File: src/rtl/mcp3008_spi_responder_if.sv
// SPI pin bundle between an MCP3008 master and the responder.
// The master drives sck/cs/mosi, the responder drives miso/oe.
interface mcp3008_spi_responder_if;
  logic spi_sck;
  logic spi_cs;
  logic spi_mosi;
  logic spi_miso;
  logic miso_oe;

  modport master (
    output spi_sck,
    output spi_cs,
    output spi_mosi,
    input  spi_miso,
    input  miso_oe
  );

  modport slave (
    input  spi_sck,
    input  spi_cs,
    input  spi_mosi,
    output spi_miso,
    output miso_oe
  );
endinterface

File: src/rtl/mcp3008_spi_responder.sv
// MCP3008 ADC emulator: oversampled SPI slave returning ch_data values.
// Define MCP3008_LSB_TAIL_EN to repeat B1..B9 LSB-first after B0.
module mcp3008_spi_responder #(
  parameter int SYNC_STAGES = 2,
  parameter int MIN_HALF    = 4
) (
  input  logic        clk,
  input  logic        rst_n,
  mcp3008_spi_responder_if.slave spi,
  input  logic [79:0] ch_data,
  output logic        conv_valid,
  output logic        conv_single,
  output logic [2:0]  conv_channel,
  output logic [9:0]  conv_value
);

  if (SYNC_STAGES < 2) begin : g_bad_sync
    $error("SYNC_STAGES must be at least 2");
  end
  if (MIN_HALF < 1) begin : g_bad_half
    $error("MIN_HALF must be at least 1");
  end

  typedef enum logic [1:0] {
    IDLE,
    CMD,
    OUT,
    TAIL
  } state_t;

  logic [SYNC_STAGES-1:0] sck_sync_q, sck_sync_d;
  logic [SYNC_STAGES-1:0] cs_sync_q, cs_sync_d;
  logic [SYNC_STAGES-1:0] mosi_sync_q, mosi_sync_d;
  logic                   sck_prev_q, sck_prev_d;

  state_t      state_q, state_d;
  logic        armed_q, armed_d;
  logic        start_q, start_d;
  logic [1:0]  cmd_cnt_q, cmd_cnt_d;
  logic [2:0]  cmd_sh_q, cmd_sh_d;
  logic [3:0]  out_cnt_q, out_cnt_d;
  logic [3:0]  tail_cnt_q, tail_cnt_d;
  logic        miso_q, miso_d;
  logic        oe_q, oe_d;
  logic        valid_q, valid_d;
  logic        single_q, single_d;
  logic [2:0]  channel_q, channel_d;
  logic [9:0]  value_q, value_d;

  logic        sck_s;
  logic        cs_s;
  logic        mosi_s;
  logic        sck_rise;
  logic        sck_fall;
  logic [2:0]  sel;
  logic [2:0]  sel_n;
  logic [9:0]  in_p;
  logic [9:0]  in_n;
  logic [10:0] diff;
  logic [9:0]  sample;

  // Synchronizer shift chains and edge-detect history.
  always_comb begin
    sck_sync_d  = {sck_sync_q[SYNC_STAGES-2:0], spi.spi_sck};
    cs_sync_d   = {cs_sync_q[SYNC_STAGES-2:0], spi.spi_cs};
    mosi_sync_d = {mosi_sync_q[SYNC_STAGES-2:0], spi.spi_mosi};
    sck_prev_d  = sck_sync_q[SYNC_STAGES-1];
  end

  assign sck_s    = sck_sync_q[SYNC_STAGES-1];
  assign cs_s     = cs_sync_q[SYNC_STAGES-1];
  assign mosi_s   = mosi_sync_q[SYNC_STAGES-1];
  assign sck_rise = sck_s & ~sck_prev_q;
  assign sck_fall = ~sck_s & sck_prev_q;

  // Sample-and-hold value for the channel addressed on the D0 rise.
  always_comb begin
    sel    = {cmd_sh_q[1:0], mosi_s};
    sel_n  = {sel[2:1], ~sel[0]};
    in_p   = ch_data[int'(sel)*10 +: 10];
    in_n   = ch_data[int'(sel_n)*10 +: 10];
    diff   = {1'b0, in_p} - {1'b0, in_n};
    if (cmd_sh_q[2]) begin
      sample = in_p;
    end else if (diff[10]) begin
      sample = 10'd0;
    end else begin
      sample = diff[9:0];
    end
  end

  // Frame state machine; chip-select release overrides any SCK edge.
  always_comb begin
    state_d    = state_q;
    armed_d    = armed_q;
    start_d    = start_q;
    cmd_cnt_d  = cmd_cnt_q;
    cmd_sh_d   = cmd_sh_q;
    out_cnt_d  = out_cnt_q;
    tail_cnt_d = tail_cnt_q;
    miso_d     = miso_q;
    oe_d       = oe_q;
    valid_d    = 1'b0;
    single_d   = single_q;
    channel_d  = channel_q;
    value_d    = value_q;
    if (cs_s) begin
      state_d    = IDLE;
      armed_d    = 1'b1;
      start_d    = 1'b0;
      cmd_cnt_d  = 2'd0;
      out_cnt_d  = 4'd0;
      tail_cnt_d = 4'd0;
      miso_d     = 1'b0;
      oe_d       = 1'b0;
    end else begin
      unique case (state_q)
        IDLE: begin
          if (armed_q) begin
            state_d = CMD;
            armed_d = 1'b0;
          end
        end
        CMD: begin
          if (sck_rise) begin
            if (!start_q) begin
              start_d = mosi_s;
            end else if (cmd_cnt_q != 2'd3) begin
              cmd_cnt_d = cmd_cnt_q + 2'd1;
              cmd_sh_d  = {cmd_sh_q[1:0], mosi_s};
            end else begin
              cmd_cnt_d = 2'd0;
              start_d   = 1'b0;
              valid_d   = 1'b1;
              single_d  = cmd_sh_q[2];
              channel_d = sel;
              value_d   = sample;
              out_cnt_d = 4'd0;
              state_d   = OUT;
            end
          end
        end
        OUT: begin
          if (sck_fall) begin
            oe_d = 1'b1;
            if (out_cnt_q == 4'd0) begin
              miso_d = 1'b0;
            end else begin
              miso_d = value_q[4'd10 - out_cnt_q];
            end
            if (out_cnt_q == 4'd10) begin
              out_cnt_d  = 4'd0;
              tail_cnt_d = 4'd0;
              state_d    = TAIL;
            end else begin
              out_cnt_d = out_cnt_q + 4'd1;
            end
          end
        end
        TAIL: begin
          if (sck_fall) begin
            miso_d = 1'b0;
            if (tail_cnt_q != 4'd9) begin
              tail_cnt_d = tail_cnt_q + 4'd1;
`ifdef MCP3008_LSB_TAIL_EN
              miso_d = value_q[tail_cnt_q + 4'd1];
`endif
            end
          end
        end
        default: state_d = IDLE;
      endcase
    end
  end

  // Register bank; sync chains reset low so a held-low CS never arms.
  always_ff @(posedge clk or negedge rst_n) begin
    if (!rst_n) begin
      sck_sync_q  <= '0;
      cs_sync_q   <= '0;
      mosi_sync_q <= '0;
      sck_prev_q  <= 1'b0;
      state_q     <= IDLE;
      armed_q     <= 1'b0;
      start_q     <= 1'b0;
      cmd_cnt_q   <= 2'd0;
      cmd_sh_q    <= 3'd0;
      out_cnt_q   <= 4'd0;
      tail_cnt_q  <= 4'd0;
      miso_q      <= 1'b0;
      oe_q        <= 1'b0;
      valid_q     <= 1'b0;
      single_q    <= 1'b0;
      channel_q   <= 3'd0;
      value_q     <= 10'd0;
    end else begin
      sck_sync_q  <= sck_sync_d;
      cs_sync_q   <= cs_sync_d;
      mosi_sync_q <= mosi_sync_d;
      sck_prev_q  <= sck_prev_d;
      state_q     <= state_d;
      armed_q     <= armed_d;
      start_q     <= start_d;
      cmd_cnt_q   <= cmd_cnt_d;
      cmd_sh_q    <= cmd_sh_d;
      out_cnt_q   <= out_cnt_d;
      tail_cnt_q  <= tail_cnt_d;
      miso_q      <= miso_d;
      oe_q        <= oe_d;
      valid_q     <= valid_d;
      single_q    <= single_d;
      channel_q   <= channel_d;
      value_q     <= value_d;
    end
  end

  assign spi.spi_miso = miso_q;
  assign spi.miso_oe  = oe_q;
  assign conv_valid   = valid_q;
  assign conv_single  = single_q;
  assign conv_channel = channel_q;
  assign conv_value   = value_q;

endmodule

File: src/flat_wrapper.sv
// flat-port wrapper written by rule: the top's interface ports become plain ports
module mcp3008_spi_responder_flat 
#(
  parameter int SYNC_STAGES = 2,
  parameter int MIN_HALF    = 4
)
  (clk, rst_n, ch_data, conv_valid, conv_single, conv_channel, conv_value, spi_spi_sck, spi_spi_cs, spi_spi_mosi, spi_spi_miso, spi_miso_oe);
  mcp3008_spi_responder_if spi_i ();
  input  logic clk;
  input  logic rst_n;
  input  logic [79:0] ch_data;
  output logic conv_valid;
  output logic conv_single;
  output logic [2:0] conv_channel;
  output logic [9:0] conv_value;
  input wire logic [$bits(spi_i.spi_sck)-1:0] spi_spi_sck;
  input wire logic [$bits(spi_i.spi_cs)-1:0] spi_spi_cs;
  input wire logic [$bits(spi_i.spi_mosi)-1:0] spi_spi_mosi;
  output wire logic [$bits(spi_i.spi_miso)-1:0] spi_spi_miso;
  output wire logic [$bits(spi_i.miso_oe)-1:0] spi_miso_oe;
  assign spi_i.spi_sck = spi_spi_sck;
  assign spi_i.spi_cs = spi_spi_cs;
  assign spi_i.spi_mosi = spi_spi_mosi;
  assign spi_spi_miso = spi_i.spi_miso;
  assign spi_miso_oe = spi_i.miso_oe;
  mcp3008_spi_responder #(.SYNC_STAGES(SYNC_STAGES), .MIN_HALF(MIN_HALF)) u_core (.clk(clk), .rst_n(rst_n), .spi(spi_i), .ch_data(ch_data), .conv_valid(conv_valid), .conv_single(conv_single), .conv_channel(conv_channel), .conv_value(conv_value));
endmodule
File: config.mk
export PLATFORM = sky130hd
export DESIGN_NAME = mcp3008_spi_responder_flat
export DESIGN_NICKNAME = d
export VERILOG_FILES = /design/src/rtl/mcp3008_spi_responder_if.sv /design/src/rtl/mcp3008_spi_responder.sv /design/src/flat_wrapper.sv
export SDC_FILE = /design/constraint.sdc
export NUM_CORES = 1
export LEC_CHECK = 0
export CORE_UTILIZATION = 50
export CTS_BUF_LIST = sky130_fd_sc_hd__clkbuf_4
export DETAILED_ROUTE_END_ITERATION = 10
export PLACE_DENSITY = 0.88
export RECOVER_POWER = 25
export SYNTH_ARGS = -nofsm -noshare
export SYNTH_HDL_FRONTEND = slang
export SYNTH_SLANG_ARGS = --single-unit
File: constraint.sdc
create_clock -name clk -period 5.1 [get_ports clk]
set_input_delay 1.02 -clock clk [delete_from_list [all_inputs] [get_ports clk]]
set_output_delay 1.02 -clock clk [all_outputs]
set_load 0.01 [all_outputs]
==> results.py, run 1 <==
metrics = {
    "routing": {
        "m1WireLength_mm": 2.71,
        "drt-total-wl_mm": 6.55,
        "routed.top_layer": "met4",
        "wl_per_cell_um": 15.3,
        "wl_met2_mm": 3.48,
        "ant_nets": 0,
        "drt_drc_violations_left": 0,
        "route.met3.wl_um": 282,
        "via_per_inst": 5.75,
        "drt-initial-drc-count": 182,
        "via_count": 2465,
        "dr.pass1.iters": 4,
    },
    "synthesis": {
        "synth_compound_area_share_pct": 12.5,
        "ys_warn_count": 0,
        "ys.flop_type": "dfrtp_1",
        "synthAdderAreaFrac_pct": 8.64,
        "synthCells": 259,
        "ys_seq_area_share_pct": 32.6,
        "synth-edff-count": 0,
        "synthDistinctLibCells": 44,
        "syn_nets": 363,
        "avgSynthCellArea_um2": 11.0,
        "async_flop_share_pct": 100,
        "synthXorXnorAreaFrac_pct": 2.47,
        "yosys.area_share.simple_pct": 13.3,
        "synth_top_family_by_area": "multiplexers",
        "synthMuxAreaShare_pct": 27.6,
        "synth_area_um2": 2840,
        "ys_ff_latch": 37,
    },
    "timing": {
        "setup_tns_ps": 0,
        "setup_viol": 0,
        "fin_skew_ps": 7.51,
        "rsz0062_at_grt": "no",
        "min_period_ps": 3670,
        "worstMarginPinSlew_ps": 1980,
        "hold_violations": 0,
        "finalCritPeriodShare_pct": 71.9,
        "max_slew_margin_pct": -32.2,
        "drv_slew": 38,
        "fmax_mhz": 273,
        "layout_setup_ws_ps": 1430,
    },
    "critical_path": {
        "critPathLaunchType": "input port",
        "path_cells": "clkdlybuf4s50_1 > mux4_2 > mux2_2 > ha_1 > fa_1 > nand2b_1 > a21oi_1 > nor2_1 > o41a_4 > nor2_1 > a221o_1",
        "worstSetupPathType": "input port to flop",
        "path_max_fanout": 8,
        "crit_arrival_ps": 3970,
        "endpoint_kind": "flop",
        "slowest_stage": "o41a_4",
        "required_ps": 5400,
        "cp_common_cell": "nor2_1",
        "cpPeakStageDelay_ps": 490,
    },
    "placed_design": {
        "place_hpwl_mm": 5.37,
        "gp_congestion": 0.835,
        "portBuffers": 101,
        "placedCellCount": 422,
        "pre_cts_slack_ps": 1080,
    },
    "power_and_ir_drop": {
        "p_sw_uw": 261,
        "pwr-share-seq_pct": 41.4,
        "power.leakage_nw": 1.62,
        "cellPowerDensity_nw_per_um2": 207,
        "peakVddDrop_uv": 142,
        "intPower_uw": 555,
        "p_clk_share_pct": 18.6,
        "p_comb_share_pct": 39.9,
        "p_sw_share_pct": 32.0,
    },
    "clock_network": {
        "clock_latency_ps": 350,
        "hold_buffers": 0,
        "cts_sinks": 37,
        "clock_path_buffers": 2,
        "ctsHtreeMaxLevel": 2,
        "clock_tree.root_cell": "clkbuf_4",
        "path_clk_slew_ps": 110,
        "tritoncts": "done",
        "cts_setup_buffers": 0,
        "postCtsResizedCells": 0,
        "cts_buffers": 5,
    },
    "floorplanning": {
        "die_w_um": 77.4,
        "die_h_um": 77.4,
        "num_rows": 27,
        "start_util_pct": 51.9,
        "die-area_um2": 5980,
        "coreArea_um2": 5470,
        "io_pins": 102,
    },
    "global_routing": {
        "grt.overflow.total": 0,
        "grt_pass1_vias": 2525,
        "grtUsageTotal_pct": 24.1,
        "grt_max_degree": 38,
        "grt_first_pass_wirelength_mm": 11.3,
        "antenna_found_initial": 0,
    },
    "status": {
        "status": "finished with violations",
        "failed_checks": "capacitance limit, slew limit",
    },
    "cells_and_area": {
        "drive_above_1_share_pct": 14.0,
        "seqCellArea_um2": 926,
        "nNetsFinal": 461,
        "final_cells": 429,
        "diodes": 0,
        "multiInputGateArea_um2": 1810,
        "n_fill_cell": 410,
        "synthToLayoutAreaGrowth_pct": 38.7,
    },
    "run": {
        "max-cap-violations": 1,
    },
    "worst_hold_path": {
        "min_path_type": "flop to flop",
    },
}
[final timing paths]
check                                     from                endpoint  slack, ps  cells after the start
setup / recovery                   ch_data[40]    u_core.conv_value[2]       1430                     11
hold / removal             u_core.cs_sync_q[0]     u_core.cs_sync_q[1]        360                      0
setup reg to reg            u_core.cmd_sh_q[1]    u_core.conv_value[2]       1570                     10
hold reg to reg            u_core.cs_sync_q[0]     u_core.cs_sync_q[1]        360                      0
max in group asynchronous                rst_n     u_core.cmd_cnt_q[1]       2220                      2
min in group asynchronous                rst_n  u_core.conv_channel[0]       1750                      2
[registers in the layout, indices dropped and copies added (netlist names)]
register / cells
u_core.conv_value: 10
u_core.armed_q: 1
u_core.sck_sync_q: 2
u_core.mosi_sync_q: 2
u_core.state_q: 2
u_core.conv_single: 1
u_core.cmd_cnt_q: 2
u_core.cmd_sh_q: 3
u_core.spi.spi_miso: 1
u_core.out_cnt_q: 4
u_core.conv_valid: 1
u_core.spi.miso_oe: 1
u_core.cs_sync_q: 2
u_core.start_q: 1
u_core.sck_prev_q: 1
u_core.conv_channel: 3
[power by group through the flow]
stage	Sequential (mW)	Combinational (mW)	Clock, mW
after global routing	0.341	0.361	0.163
after detailed placement	0.344	0.329	0
after floorplan	0.338	0.204	0
after global placement	0.342	0.320	0
after CTS	0.338	0.330	0.153
final	0.338	0.326	0.152
[routing by layer]
layer  GRT usage, %  vias up
li1               -     1176
met1           29.8     1202
met2           42.9       77
met3           4.00       10
met4           7.36        0
met5              0        -
[worst max-delay path, delay by kind of cell]
family                   cells  cell delay (ps)
multiplexers                 2              750
adder cells (fa/ha/maj)      2              600
buffers and inverters        1              400
AO/OA/AOI/OAI                3              760
AND/OR/NAND/NOR              3              430
[layout by cell type (no fill, tap or decap), types with 7 or more instances in the layout]
master	Yosys	routed
o21ai_0	9	9
nor2_1	13	13
mux4_2	22	22
dfrtp_1	37	37
o21ai_1	8	8
nand2b_1	7	7
a21oi_1	13	13
inv_1	7	7
mux2i_1	13	13
ha_1	18	18
nand2_1	24	24
clkdlybuf4s50_1	0	97
mux2_2	14	14
[cell families after synthesis]
kind of cell / after synthesis
muxes: 49
and+or+nand+nor: 71
buffers and inverters: 21
AOI/OAI and AO/OA: 54
xor gates and xnor gates: 8
DFF: 37
adders and majority gates: 19
[cells in the mapped netlist, types with 5 or more instances]
cell type / number / share of area, %
mux2i_1: 13 / 4.6
nand2_1: 24 / 3.2
a21oi_1: 13 / 2.3
clkbuf_1: 7 / 0.93
inv_1: 7 / 0.93
a22oi_1: 6 / 1.6
ha_1: 18 / 7.9
xnor2_1: 5 / 1.5
o21ai_0: 9 / 1.6
mux4_2: 22 / 17
dfrtp_1: 37 / 33
mux2_2: 14 / 5.6
nor2_1: 13 / 1.7
nand2b_1: 7 / 1.5
o21ai_1: 8 / 1.4
[metrics by stage]
| stage | power, mW | instance area, µm² | hold WS (ps) | utilization [%] |
|---|---|---|---|---|
| floorplan | 0.542 | 2840 | 331 | - |
| global placement | 0.662 | 3910 | 332 | 71.4 |
| detailed placement | 0.673 | 3910 | 336 | 71.4 |
| CTS | 0.822 | 3960 | 362 | 72.3 |
| global route | 0.866 | 3940 | 376 | 72.0 |
| finish | 0.816 | 3940 | 361 | 72.0 |
[area by class of cell]
class | instances | share of cell area [%]
tap | 72 | 2.29
inverter | 8 | 0.762
multi-input combinational | 201 | 46.1
sequential | 37 | 23.5
clock inverter | 1 | 0.0953
clock buffer | 6 | 1.14
timing repair buffer | 104 | 26.1
(Power assumes the default switching activity.)
==> inputs of run 2 (changes only) <==
Settings changed: CORE_UTILIZATION 50 to 42, PLACE_DENSITY 0.88 to 0.79.
Clock period 5.1 ns to 3.1 ns, I/O delays scaled along.
==> results.py, run 2 (same netlist as run 1, synthesis figures left out) <==
metrics = {
    "global_routing": {
        "grt_pass1_vias": 2652,
        "grt_max_degree": 38,
        "grtUsageTotal_pct": 21.3,
        "grt.overflow.total": 0,
        "grt_first_pass_wirelength_mm": 12.1,
        "antenna_found_initial": 0,
    },
    "timing": {
        "min_period_ps": 3060,
        "drv_slew": 38,
        "fin_skew_ps": 13.4,
        "setup_viol": 0,
        "hold_violations": 0,
        "fmax_mhz": 327,
        "worstMarginPinSlew_ps": 1990,
        "holdWs_ps": 376,
        "finalCritPeriodShare_pct": 98.6,
        "max_slew_margin_pct": -33.0,
        "layout_setup_ws_ps": 42.9,
    },
    "power_and_ir_drop": {
        "peakVddDrop_uv": 261,
        "intPower_uw": 967,
        "p_comb_share_pct": 43.2,
        "pwr-share-seq_pct": 38.8,
        "power.leakage_nw": 1.85,
        "p_clk_share_pct": 18.0,
        "p_sw_share_pct": 32.5,
        "cellPowerDensity_nw_per_um2": 333,
        "p_sw_uw": 465,
    },
    "floorplanning": {
        "die-area_um2": 7090,
        "coreArea_um2": 6420,
        "die_h_um": 84.2,
        "num_rows": 29,
        "start_util_pct": 44.2,
        "die_w_um": 84.2,
        "io_pins": 102,
    },
    "routing": {
        "via_count": 2533,
        "routed.top_layer": "met4",
        "dr.pass1.iters": 8,
        "ant_nets": 0,
        "drt-total-wl_mm": 7.01,
        "wl_per_cell_um": 14.8,
        "route.met3.wl_um": 314,
        "wl_met2_mm": 3.63,
        "via_per_inst": 5.36,
        "drt-initial-drc-count": 108,
        "drt_drc_violations_left": 4,
        "m1WireLength_mm": 3.04,
    },
    "cells_and_area": {
        "drive_above_1_share_pct": 24.7,
        "n_fill_cell": 500,
        "nNetsFinal": 499,
        "final_area_um2": 4300,
        "final_cell_mix": "96 x clkdlybuf4s50_1, 40 x buf_4, 36 x dfrtp_1",
        "synthToLayoutAreaGrowth_pct": 51.4,
        "largest_register_ffs": 10,
        "diodes": 0,
        "final_cells": 473,
        "final_common_cell": "clkdlybuf4s50_1",
    },
    "clock_network": {
        "path_clk_slew_ps": 120,
        "cts_sinks": 37,
        "clock_path_buffers": 2,
        "clock_latency_ps": 350,
        "clock_tree.root_cell": "clkbuf_4",
        "ctsHtreeMaxLevel": 2,
        "tritoncts": "done",
        "cts_buffers": 5,
        "hold_buffers": 0,
    },
    "critical_path": {
        "critPathLaunchType": "input port",
        "endpoint_kind": "flop",
        "required_ps": 3380,
        "crit_arrival_ps": 3340,
        "worstSetupPathType": "input port to flop",
        "path_max_fanout": 8,
    },
    "placed_design": {
        "placedCellCount": 455,
        "gp_congestion": 0.854,
        "place_hpwl_mm": 5.63,
        "pre_cts_slack_ps": -529,
        "portBuffers": 101,
        "post_dp_cell_area_um2": 4130,
    },
    "status": {
        "failed_checks": "DRC, capacitance limit, slew limit",
        "status": "finished with violations",
    },
    "run": {
        "max-cap-violations": 1,
    },
    "worst_hold_path": {
        "min_path_type": "flop to flop",
    },
}
[run 2: path summary, 6_finish.rpt]
check                                     startpoint              endpoint  slack (ps)  depth (start not counted)
worst max-delay path                     ch_data[10]  u_core.conv_value[9]          40                         11
worst min-delay path            u_core.sck_sync_q[0]  u_core.sck_sync_q[1]         380                          0
worst max register to register    u_core.cmd_sh_q[0]  u_core.conv_value[9]         100                         11
worst min register to register  u_core.sck_sync_q[0]  u_core.sck_sync_q[1]         380                          0
max in group asynchronous                      rst_n    u_core.cmd_sh_q[0]        1010                          1
min in group asynchronous                      rst_n    u_core.cmd_sh_q[2]         820                          1
[run 2: power groups by stage]
| stage | Sequential, mW | Combinational, mW | Clock (mW) |
|---|---|---|---|
| floorplan | 0.556 | 0.338 | 0 |
| CTS | 0.557 | 0.604 | 0.261 |
| detailed placement | 0.566 | 0.594 | 0 |
| global placement | 0.565 | 0.578 | 0 |
| finish | 0.556 | 0.619 | 0.257 |
| global route | 0.561 | 0.685 | 0.281 |
[run 2: stage by stage]
step | power (mW) | setup TNS (ps) | utilization, %
floorplan | 0.894 | 0 | -
global placement | 1.14 | -3630 | 64.3
detailed placement | 1.16 | -4190 | 64.3
CTS | 1.42 | 0 | 65.5
global route | 1.53 | -7.70 | 66.9
finish | 1.43 | 0 | 66.9
[run 2: routing by layer]
metal	global-route usage [%]	vias up
met5	0	-
met4	4.08	0
met3	3.93	4
met2	37.6	71
met1	27.4	1214
li1	-	1244
[run 2: worst max-delay path, cell delays in order]
cell	delay, ps
clkdlybuf4s50_1	410
mux4_2	470
mux2_4	300
ha_4	170
fa_2	370
nand2b_4	160
a21oi_2	130
nor2_2	70
o41a_4	400
nand3b_1	180
nand3_1	80
[run 2: repair_timing]
action	4_1_cts	5_1_grt
endpoints found under the hold margin	0	0
pin swaps	1	1
gates resized for setup	5	5
setup endpoints to repair	8	5
gates cloned	0	0
buffers inserted	0	10
[run 2: area by class of cell]
type / instances / area, µm² / area share (%)
repair buffers: 142 / 1330 / 30.9
flip-flops and latches: 37 / 927 / 21.6
clock inverters: 3 / 17.5 / 0.408
inverters: 8 / 30.0 / 0.699
clock buffers: 5 / 37.5 / 0.873
multi-input cells: 201 / 1860 / 43.3
well taps: 77 / 96.3 / 2.24
